**config.mk**
```make
export PLATFORM = sky130hd
export DESIGN_NAME = branch_predictor_bht_flat
export DESIGN_NICKNAME = d
export VERILOG_FILES = /design/src/rtl/branch_predictor_bht_if.sv /design/src/rtl/branch_predictor_bht.sv /design/src/flat_wrapper.sv
export SDC_FILE = /design/constraint.sdc
export NUM_CORES = 1
export LEC_CHECK = 0
export BUFFER_PORTS_ARGS = -buffer_cell sky130_fd_sc_hd__buf_2
export CAP_MARGIN = 15
export CORE_MARGIN = 1.5
export CORE_UTILIZATION = 35
export DETAILED_ROUTE_END_ITERATION = 10
export HOLD_SLACK_MARGIN = 0.15
export PLACE_DENSITY = 0.58
export REMOVE_ABC_BUFFERS = 1
export SYNTH_ARGS = -nofsm -noshare
export SYNTH_HDL_FRONTEND = slang
export SYNTH_SLANG_ARGS = --single-unit
```
**constraint.sdc**
```tcl
create_clock -name clk -period 4.6 [get_ports clk]
set_clock_uncertainty 0.05 [all_clocks]
set_input_delay 0.46 -clock clk [delete_from_list [all_inputs] [get_ports clk]]
set_output_delay 0.46 -clock clk [all_outputs]
set_load 0.03 [all_outputs]
```
**src/rtl/branch_predictor_bht_if.sv**
```systemverilog
// IF/EX-side signal bundle of the two-bit branch history table.
// The pipeline drives through master; the predictor answers through slave.
interface branch_predictor_bht_if #(
   parameter int DATA_WIDTH = 32,
   parameter int INST_WIDTH = 32,
   parameter int IDX_BITS   = 6,
   parameter int STAT_WIDTH = 16
);
   logic [DATA_WIDTH-1:0] if_pc;
   logic [INST_WIDTH-1:0] if_ir;
   logic                  if_predict_taken;
   logic [DATA_WIDTH-1:0] if_predict_target;
   logic [IDX_BITS-1:0]   if_bht_index;
   logic                  ex_update_valid;
   logic [IDX_BITS-1:0]   ex_bht_index;
   logic                  ex_taken;
   logic                  ex_mispredict;
   logic [STAT_WIDTH-1:0] stat_branches;
   logic [STAT_WIDTH-1:0] stat_mispredicts;

   modport master (
      output if_pc, if_ir, ex_update_valid, ex_bht_index, ex_taken, ex_mispredict,
      input  if_predict_taken, if_predict_target, if_bht_index,
             stat_branches, stat_mispredicts
   );

   modport slave (
      input  if_pc, if_ir, ex_update_valid, ex_bht_index, ex_taken, ex_mispredict,
      output if_predict_taken, if_predict_target, if_bht_index,
             stat_branches, stat_mispredicts
   );
endinterface

```
**src/rtl/branch_predictor_bht.sv**
```systemverilog
// Two-bit saturating-counter BHT: zero-latency IF prediction/target, EX-side training, stats.
// Optional gshare indexing (global history XOR PC) is enabled by defining BP_GSHARE_EN.
module branch_predictor_bht #(
   parameter int RISC_V_DATA_WIDTH = 32,
   parameter int INST_WIDTH        = 32,
   parameter int IDX_BITS          = 6,
   parameter int HIST_BITS         = 6,
   parameter int STAT_WIDTH        = 16
) (
   input logic                  clk,
   input logic                  rst,
   branch_predictor_bht_if.slave bus
);

   localparam int BHT_DEPTH = 1 << IDX_BITS;

   logic [BHT_DEPTH-1:0][1:0]      bht;
   logic                           is_branch;
   logic [IDX_BITS-1:0]            pc_idx;
   logic [IDX_BITS-1:0]            rd_idx;
   logic [1:0]                     ctr_cur;
   logic [1:0]                     ctr_next;
   logic [RISC_V_DATA_WIDTH-1:0]   b_imm;
   logic [STAT_WIDTH-1:0]          branches;
   logic [STAT_WIDTH-1:0]          mispredicts;
   logic                           unused_ir;

   assign is_branch = (bus.if_ir[6:0] == 7'b1100011);
   assign pc_idx    = bus.if_pc[IDX_BITS+1:2];
   assign unused_ir = ^bus.if_ir[24:12];

`ifdef BP_GSHARE_EN
   logic [HIST_BITS-1:0] ghr;

   assign rd_idx = pc_idx ^ IDX_BITS'(ghr);

   always_ff @(posedge clk or posedge rst) begin
      if (rst)
         ghr <= '0;
      else if (bus.ex_update_valid)
         ghr <= {ghr[HIST_BITS-2:0], bus.ex_taken};
   end
`else
   assign rd_idx = pc_idx;
`endif

   // B-type immediate: {imm[12], imm[11], imm[10:5], imm[4:1], 0}, sign-extended
   assign b_imm = {{(RISC_V_DATA_WIDTH-13){bus.if_ir[31]}},
                   bus.if_ir[31], bus.if_ir[7], bus.if_ir[30:25], bus.if_ir[11:8], 1'b0};

   assign bus.if_bht_index      = rd_idx;
   assign bus.if_predict_taken  = is_branch & bht[rd_idx][1];
   assign bus.if_predict_target = bus.if_pc + b_imm;

   assign ctr_cur = bht[bus.ex_bht_index];

   always_comb begin
      ctr_next = ctr_cur;
      if (bus.ex_taken) begin
         if (ctr_cur != 2'b11)
            ctr_next = ctr_cur + 2'd1;
      end else begin
         if (ctr_cur != 2'b00)
            ctr_next = ctr_cur - 2'd1;
      end
   end

   // Reads are combinational off the registered table, so a same-cycle hit sees the old value
   always_ff @(posedge clk or posedge rst) begin
      if (rst)
         bht <= {BHT_DEPTH{2'b01}};
      else if (bus.ex_update_valid)
         bht[bus.ex_bht_index] <= ctr_next;
   end

   always_ff @(posedge clk or posedge rst) begin
      if (rst) begin
         branches    <= '0;
         mispredicts <= '0;
      end else if (bus.ex_update_valid) begin
         if (branches != '1)
            branches <= branches + 1'b1;
         if (bus.ex_mispredict && (mispredicts != '1))
            mispredicts <= mispredicts + 1'b1;
      end
   end

   assign bus.stat_branches    = branches;
   assign bus.stat_mispredicts = mispredicts;

endmodule

```
**src/flat_wrapper.sv**
```systemverilog
// flat-port wrapper written by rule: the top's interface ports become plain ports
module branch_predictor_bht_flat 
#(
   parameter int RISC_V_DATA_WIDTH = 32,
   parameter int INST_WIDTH        = 32,
   parameter int IDX_BITS          = 6,
   parameter int HIST_BITS         = 6,
   parameter int STAT_WIDTH        = 16
)
  (clk, rst, bus_if_pc, bus_if_ir, bus_ex_update_valid, bus_ex_bht_index, bus_ex_taken, bus_ex_mispredict, bus_if_predict_taken, bus_if_predict_target, bus_if_bht_index, bus_stat_branches, bus_stat_mispredicts);
  branch_predictor_bht_if #(.DATA_WIDTH(32), .INST_WIDTH(INST_WIDTH), .IDX_BITS(IDX_BITS), .STAT_WIDTH(STAT_WIDTH)) bus_i ();
  input logic clk;
  input logic rst;
  input wire logic [$bits(bus_i.if_pc)-1:0] bus_if_pc;
  input wire logic [$bits(bus_i.if_ir)-1:0] bus_if_ir;
  input wire logic [$bits(bus_i.ex_update_valid)-1:0] bus_ex_update_valid;
  input wire logic [$bits(bus_i.ex_bht_index)-1:0] bus_ex_bht_index;
  input wire logic [$bits(bus_i.ex_taken)-1:0] bus_ex_taken;
  input wire logic [$bits(bus_i.ex_mispredict)-1:0] bus_ex_mispredict;
  output wire logic [$bits(bus_i.if_predict_taken)-1:0] bus_if_predict_taken;
  output wire logic [$bits(bus_i.if_predict_target)-1:0] bus_if_predict_target;
  output wire logic [$bits(bus_i.if_bht_index)-1:0] bus_if_bht_index;
  output wire logic [$bits(bus_i.stat_branches)-1:0] bus_stat_branches;
  output wire logic [$bits(bus_i.stat_mispredicts)-1:0] bus_stat_mispredicts;
  assign bus_i.if_pc = bus_if_pc;
  assign bus_i.if_ir = bus_if_ir;
  assign bus_i.ex_update_valid = bus_ex_update_valid;
  assign bus_i.ex_bht_index = bus_ex_bht_index;
  assign bus_i.ex_taken = bus_ex_taken;
  assign bus_i.ex_mispredict = bus_ex_mispredict;
  assign bus_if_predict_taken = bus_i.if_predict_taken;
  assign bus_if_predict_target = bus_i.if_predict_target;
  assign bus_if_bht_index = bus_i.if_bht_index;
  assign bus_stat_branches = bus_i.stat_branches;
  assign bus_stat_mispredicts = bus_i.stat_mispredicts;
  branch_predictor_bht #(.RISC_V_DATA_WIDTH(RISC_V_DATA_WIDTH), .INST_WIDTH(INST_WIDTH), .IDX_BITS(IDX_BITS), .HIST_BITS(HIST_BITS), .STAT_WIDTH(STAT_WIDTH)) u_core (.clk(clk), .rst(rst), .bus(bus_i));
endmodule
```
==> results of run 1 <==
layout make-up:
type                            count  area (um^2)  area share
Sequential cell                   160         4084      0.3589
Clock inverter                     14        141.4     0.01242
Inverter                           14        57.56    0.005058
Timing Repair Buffer              147        815.8     0.07169
Clock buffer                       18        439.2     0.03859
Multi-Input combinational cell    713         5369      0.4718
Tap cell                          378        473.0     0.04156
sequential cells by signal, summed over array words and instances (netlist names):
name / flops
u_core.bus.stat_branches: 16
u_core.bht: 128
u_core.bus.stat_mispredicts: 16
synth_stat cells, drive strengths merged, types with 4 or more instances:
master  number
a22oi        6
o21bai       6
nor2b       10
dfstp       64
a211oi       7
nand3       26
mux2        74
and3b        4
o21ai       74
a21oi       48
dfrtp       96
clkbuf      16
nand2      134
mux4        37
nand2b       4
xnor2       40
a221o        4
nor2        71
nand4        7
a21o         8
and3        14
inv         14
ha          32
o211ai       5
xor2        14
a221oi       6
nor3        11
mux2i       13
buf         31
and2         5
how the worst min path moves through the flow:
stage,startpoint,to,cells after the start
2_1_floorplan,u_core.bht[67],u_core.bht[67],2
3_3_place_gp,u_core.bus.stat_branches[11],u_core.bus.stat_branches[11],1
3_5_place_dp,u_core.bus.stat_mispredicts[11],u_core.bus.stat_mispredicts[11],1
4_1_cts,rst,u_core.bus.stat_branches[5],2
5_1_grt,rst,u_core.bus.stat_branches[1],2
6_report,rst,u_core.bus.stat_branches[5],2
where the power goes:
part	internal, W	total (W)	switching, W
clock	0.000778	0.00141	0.000637
combinational	0.000497	0.00123	0.000732
sequential	0.00169	0.00185	0.000163
total	0.00296	0.00450	0.00153
layer usage:
layer | vias to the layer above | track usage | part of all wire
li1 | 3641 | - | -
met1 | 3747 | 0.2543 | 0.47
met2 | 258 | 0.2921 | 0.45
met3 | 24 | 0.03605 | 0.062
met4 | 0 | 0.04925 | 0.015
met5 | - | 0 | 0
per-stage QoR:
stage	instance area (um^2)	std cells	setup TNS, ns	setup slack, ns	power, W
floorplan	9489	887	-11.90	-0.1240	0.002689
global placement	10800	1412	0	0.6269	0.003089
detailed placement	10800	1412	0	0.5643	0.003109
CTS	11380	1444	0	0.6495	0.004524
global route	11380	1444	0	0.3503	0.004737
finish	11380	1444	0	0.6588	0.004496
logic make-up (layout without fill, tap and decap cells):
kind of cell    Yosys count  count (layout)  share of synthesized area
fa+ha+maj                35              35                    0.04535
simple gates            307             307                     0.1432
flops                   160             160                     0.4170
buf+inv                  61             193                    0.03654
xor+xnor                 54              54                    0.04829
compound gates          193             193                     0.1224
mux                     124             124                     0.1873
cell usage in the layout (no fill, tap or decap), types with 10 or more instances in the layout:
master     count
a21oi_1       48
and3_1        14
buf_2        130
buf_4         14
clkbuf_16     17
dfrtp_1       96
dfstp_2       64
ha_1          32
inv_1         13
mux2_2        64
mux2_4        10
mux2i_1       13
mux4_2        37
nand2_1      134
nand3_1       26
nor2_1        71
nor2b_1       10
o21ai_0       73
xnor2_1       40
xor2_1        14
==> flow_summary_export.csv, run 1 <==
group,metric,value,unit
outcome,status,"completed",
sta,grt_setup_unrepaired,"false",
yosys,synth_seq_area_share,0.4170,
sta,hold_violations,0,
placement,port_buffers,130,
drt,via_count,7670,
yosys,ys_seq_elements,160,
finish,nNetsFinal,1161,
floorplanning,ioPinCount,146,
drt,drc,0,
worst_setup_path,cp_max_fo,20,
grt,track_usage,0.1834,
worst_setup_path,rr_endpoint,"u_core.bht[27]",
worst_setup_path,startpoint,"bus_if_ir[31]",
grt,grt_pass1_vias,7427,
floorplanning,core_area,27630,um^2
drt,wirelength,25760,um
sta,finalCritPeriodShare,0.8568,
yosys,synthDistinctLibCells,65,
floorplanning,die_area,29000,um^2
worst_setup_path,critPathArrivalTime,3.43,ns
worst_setup_path,worst_ep_required_time,4.09,ns
sta,finalMaxSlewViolations,0,
finish,utilization,0.4119,
grt,grt_pass1_wl,41170,um
drt,firstDrtPassIters,5,
worst_setup_path,cp_cell_sequence,"buf_2, ha_1, and3_1, and2_1, a221oi_1, a21boi_0, o21ai_0, buf_4, o21ai_0, o41ai_1, xnor2_1, buf_2",
sta,min_period,3.941,ns
floorplanning,die_w,170.3,um
floorplanning,die_h,170.3,um
cts,cts_resized,0,
worst_setup_path,cpPeakStageDelay,0.38,ns
cts,cts_tree,"yes",
yosys,yosys.area.top_type,"dfrtp_1",
placement,dp_hpwl,18340,um
min_path,hold_class,"in -> async",
sta,relSlewSlack,0.2857,
cts,clock-sinks,160,
worst_setup_path,critPathBufInv,3,
drt,final_antenna_net_count,0,
finish,n_fill_cell,2713,
cts,cts_setup_buffers,0,
finish,syn_to_final_growth,16.19,%
yosys,netlist_instances,934,
worst_setup_path,reg2regPathDepth,7,
cts,root_buffer,"clkbuf_16",
sta,max_freq,253.7,MHz
yosys,async_reset_ff_frac,1.000,
sta,hold-worst-slack,0.1900,ns
yosys,ys.flop_type,"dfrtp_1",
cts,path_clk_slew,0.07,ns
cts,cts_made_buffers,17,
power,p_per_area,395.1,nW/um^2
worst_setup_path,crit_end,"bus_if_predict_target[31]",
placement,gp_congestion,0.8310,
worst_setup_path,r2r-start,"u_core.bht[12]",
power,ir_drop,0.3037,mV
worst_setup_path,crit_path_end_kind,"output pin",
cts,clockBufferDepth,2,
cts,clk_latency,0.44,ns
worst_setup_path,path_class,"in -> out",
worst_setup_path,rrSetupSlack,1.51,ns
grt,grt_max_degree,111,
cts,ctsHoldBuffers,0,
floorplanning,rows,61,
finish,drive_gt1_frac,0.3443,
worst_setup_path,crit_family,"compound AO/OA/AOI/OAI gates",
yosys,synth_area_per_cell,10.49,um^2
finish,antenna_cells,0,
drt,viasPerCell,5.312,
run,drv_cap,0,
yosys,synthesis.area,9794,um^2
grt,grt_overflow,0,
worst_setup_path,crit_slowest_cell,"ha_1",
drt,wl_per_cell,17.84,um
sta,worst_pin_slew,1.067,ns
yosys,synth_top_area_share,0.2453,
yosys,synth_edf_count,0,
sta,setup_viol,0,
worst_setup_path,start_kind,"primary input",
cts,htreeDepth,4,
yosys,ys_top_cells_by_area,"dfrtp_1 (25%), dfstp_2 (17%), mux4_2 (8.5%)",
floorplanning,start_util,0.3545,
grt,antenna_found_initial,0,
worst_setup_path,path_depth,12,
power,cellLeakagePower,4.922,nW
drt,drtIter0Drc,538,
yosys,ys_warn_count,0,
No activity file was read; power rests on OpenSTA's default activity.
==> run 2, diff against run 1 <==
--- a/config.mk
+++ b/config.mk
@@ -11,7 +11,7 @@
 export CORE_UTILIZATION = 35
 export DETAILED_ROUTE_END_ITERATION = 10
 export HOLD_SLACK_MARGIN = 0.15
-export PLACE_DENSITY = 0.58
+export PLACE_DENSITY = 0.56
 export REMOVE_ABC_BUFFERS = 1
 export SYNTH_ARGS = -nofsm -noshare
 export SYNTH_HDL_FRONTEND = slang
==> constraint.sdc (replaced) <==
create_clock -name clk -period 4.75 [get_ports clk]
set_clock_uncertainty 0.05 [all_clocks]
set_input_delay 0.475 -clock clk [delete_from_list [all_inputs] [get_ports clk]]
set_output_delay 0.475 -clock clk [all_outputs]
set_load 0.005 [all_outputs]
==> run 2 against run 1 <==
Net effect: first-iteration DRC count grew 29%; via count down 0.43%; global-route usage rose by 0.31 points; clock-buffer cell count increased by 1.
==> flow_summary_export.csv, run 2 (same netlist as run 1, synthesis figures left out) <==
group,metric,value,unit
finish,antenna_cells,0,
floorplanning,ioPinCount,146,
worst_setup_path,path_class,"in -> out",
cts,clock-sinks,160,
min_path,hold_class,"in -> async",
finish,nNetsFinal,1158,
drt,final_antenna_net_count,0,
grt,grt_overflow,0,
sta,worst_pin_slew,1.129,ns
floorplanning,start_util,0.3545,
finish,syn_to_final_growth,16.66,%
sta,min_period,4.152,ns
finish,drive_gt1_frac,0.3415,
cts,cts_made_buffers,17,
sta,setup_viol,0,
sta,finalCritPeriodShare,0.8740,
power,ir_drop,0.2643,mV
cts,cts_resized,0,
finish,mostFrequentLayoutCells,"nand2_1 (134), buf_2 (130), dfrtp_1 (96)",
worst_setup_path,r2r-start,"u_core.bht[28]",
grt,antenna_found_initial,0,
cts,ctsHoldBuffers,0,
sta,relSlewSlack,0.2431,
sta,finalMaxSlewViolations,0,
finish,mostFrequentLayoutCell,"nand2_1",
worst_setup_path,rrSetupSlack,1.73,ns
placement,pre_cts_slack,0.5728,ns
run,drv_cap,0,
sta,grt_setup_unrepaired,"false",
outcome,status,"completed",
power,power,0.004346,W
sta,max_freq,240.9,MHz
drt,via_count,7637,
cts,htreeDepth,4,
finish,largest_reg_flops,128,
drt,drtIter0Drc,695,
worst_setup_path,rr_endpoint,"u_core.bht[65]",
worst_setup_path,crit_path_end_kind,"output pin",
sta,hold-worst-slack,0.1849,ns
cts,cts_setup_buffers,0,
floorplanning,rows,61,
worst_setup_path,start_kind,"primary input",
placement,gp_congestion,0.8038,
cts,clk_latency,0.43,ns
finish,regMostFlops,"u_core.bht",
floorplanning,die_w,170.3,um
sta,timing.setup.tns,0,ns
cts,cts_tree,"yes",
drt,highest_layer,"met4",
drt,viasPerCell,5.300,
drt,met3_length,1486,um
grt,track_usage,0.1865,
power,cellLeakagePower,4.942,nW
cts,path_clk_slew,0.07,ns
cts,root_buffer,"clkbuf_16",
placement,dp_hpwl,18420,um
worst_setup_path,critPathArrivalTime,3.63,ns
drt,wl_per_cell,18.14,um
grt,grt_pass1_wl,41820,um
floorplanning,core_area,27630,um^2
drt,firstDrtPassIters,5,
drt,drc,0,
finish,fin_area,11430,um^2
grt,grt_pass1_vias,7608,
sta,worst_slack,0.5983,ns
power,p_per_area,380.4,nW/um^2
worst_setup_path,worst_ep_required_time,4.22,ns
grt,grt_max_degree,101,
drt,wl_met2,11890,um
worst_setup_path,cp_max_fo,20,
floorplanning,die_h,170.3,um
placement,placed_area,10750,um^2
floorplanning,die_area,29000,um^2
drt,wirelength,26140,um
worst_setup_path,reg2regPathDepth,8,
sta,hold_violations,0,
drt,wl_met1,12440,um
placement,port_buffers,130,
cts,clockBufferDepth,2,
run 2: changes by cell type in the layout (fill, tap and decap cells not counted):
| cell | before | now |
|---|---|---|
| buf_12 | 3 | 1 |
| inv_6 | 8 | 4 |
| clkbuf_1 | 0 | 1 |
| inv_8 | 2 | 0 |
| buf_4 | 14 | 13 |
| clkinvlp_4 | 3 | 2 |
| clkinv_2 | 1 | 2 |
| bufinv_16 | 1 | 6 |
run 2: final cells by class:
class,count,area (um^2)
Clock buffer,19,442.9
Timing Repair Buffer,144,768.2
Clock inverter,13,231.5
Tap cell,378,473.0
Fill cell,2683,16200
Inverter,14,57.56
Sequential cell,160,4084
Multi-Input combinational cell,713,5369
run 2: power by group:
group / leakage [nW] / switching (W) / total, W / internal (W)
registers: 1.96 / 0.000159 / 0.00179 / 0.00164
clock network: 0.324 / 0.000576 / 0.00158 / 0.00100
logic: 2.66 / 0.000497 / 0.000972 / 0.000474
total: 4.94 / 0.00123 / 0.00435 / 0.00311
run 2: stage by stage:
stage	utilization	std cells
after CTS	0.4135	1441
after global routing	0.4135	1441
final	0.4135	1441
after global placement	0.3891	1409
after floorplan	-	887
after detailed placement	0.3891	1409
run 2: worst max path at each step:
stage / start / to / cells past startpoint
5_1_grt: bus_if_ir[31] / bus_if_predict_target[31] / 11
3_3_place_gp: bus_if_ir[31] / bus_if_predict_target[31] / 11
4_1_cts: bus_if_ir[31] / bus_if_predict_target[31] / 11
3_5_place_dp: bus_if_ir[31] / bus_if_predict_target[31] / 11
6_report: bus_if_ir[31] / bus_if_predict_target[31] / 11
2_1_floorplan: rst / u_core.bht[101] / 1
run 2: routing by layer:
layer,vias up,GRT usage
li1,3625,-
met1,3729,0.2608
met2,260,0.2990
met3,23,0.03116
met4,0,0.04848
met5,-,0
run 2: critical path, stage by stage:
cell	delay, ns
buf_2	0.36
ha_1	0.37
and3_1	0.22
and2_1	0.18
a221oi_1	0.31
a21boi_0	0.19
o21ai_0	0.48
o21ai_0	0.33
o41ai_1	0.42
xnor2_1	0.16
buf_2	0.13
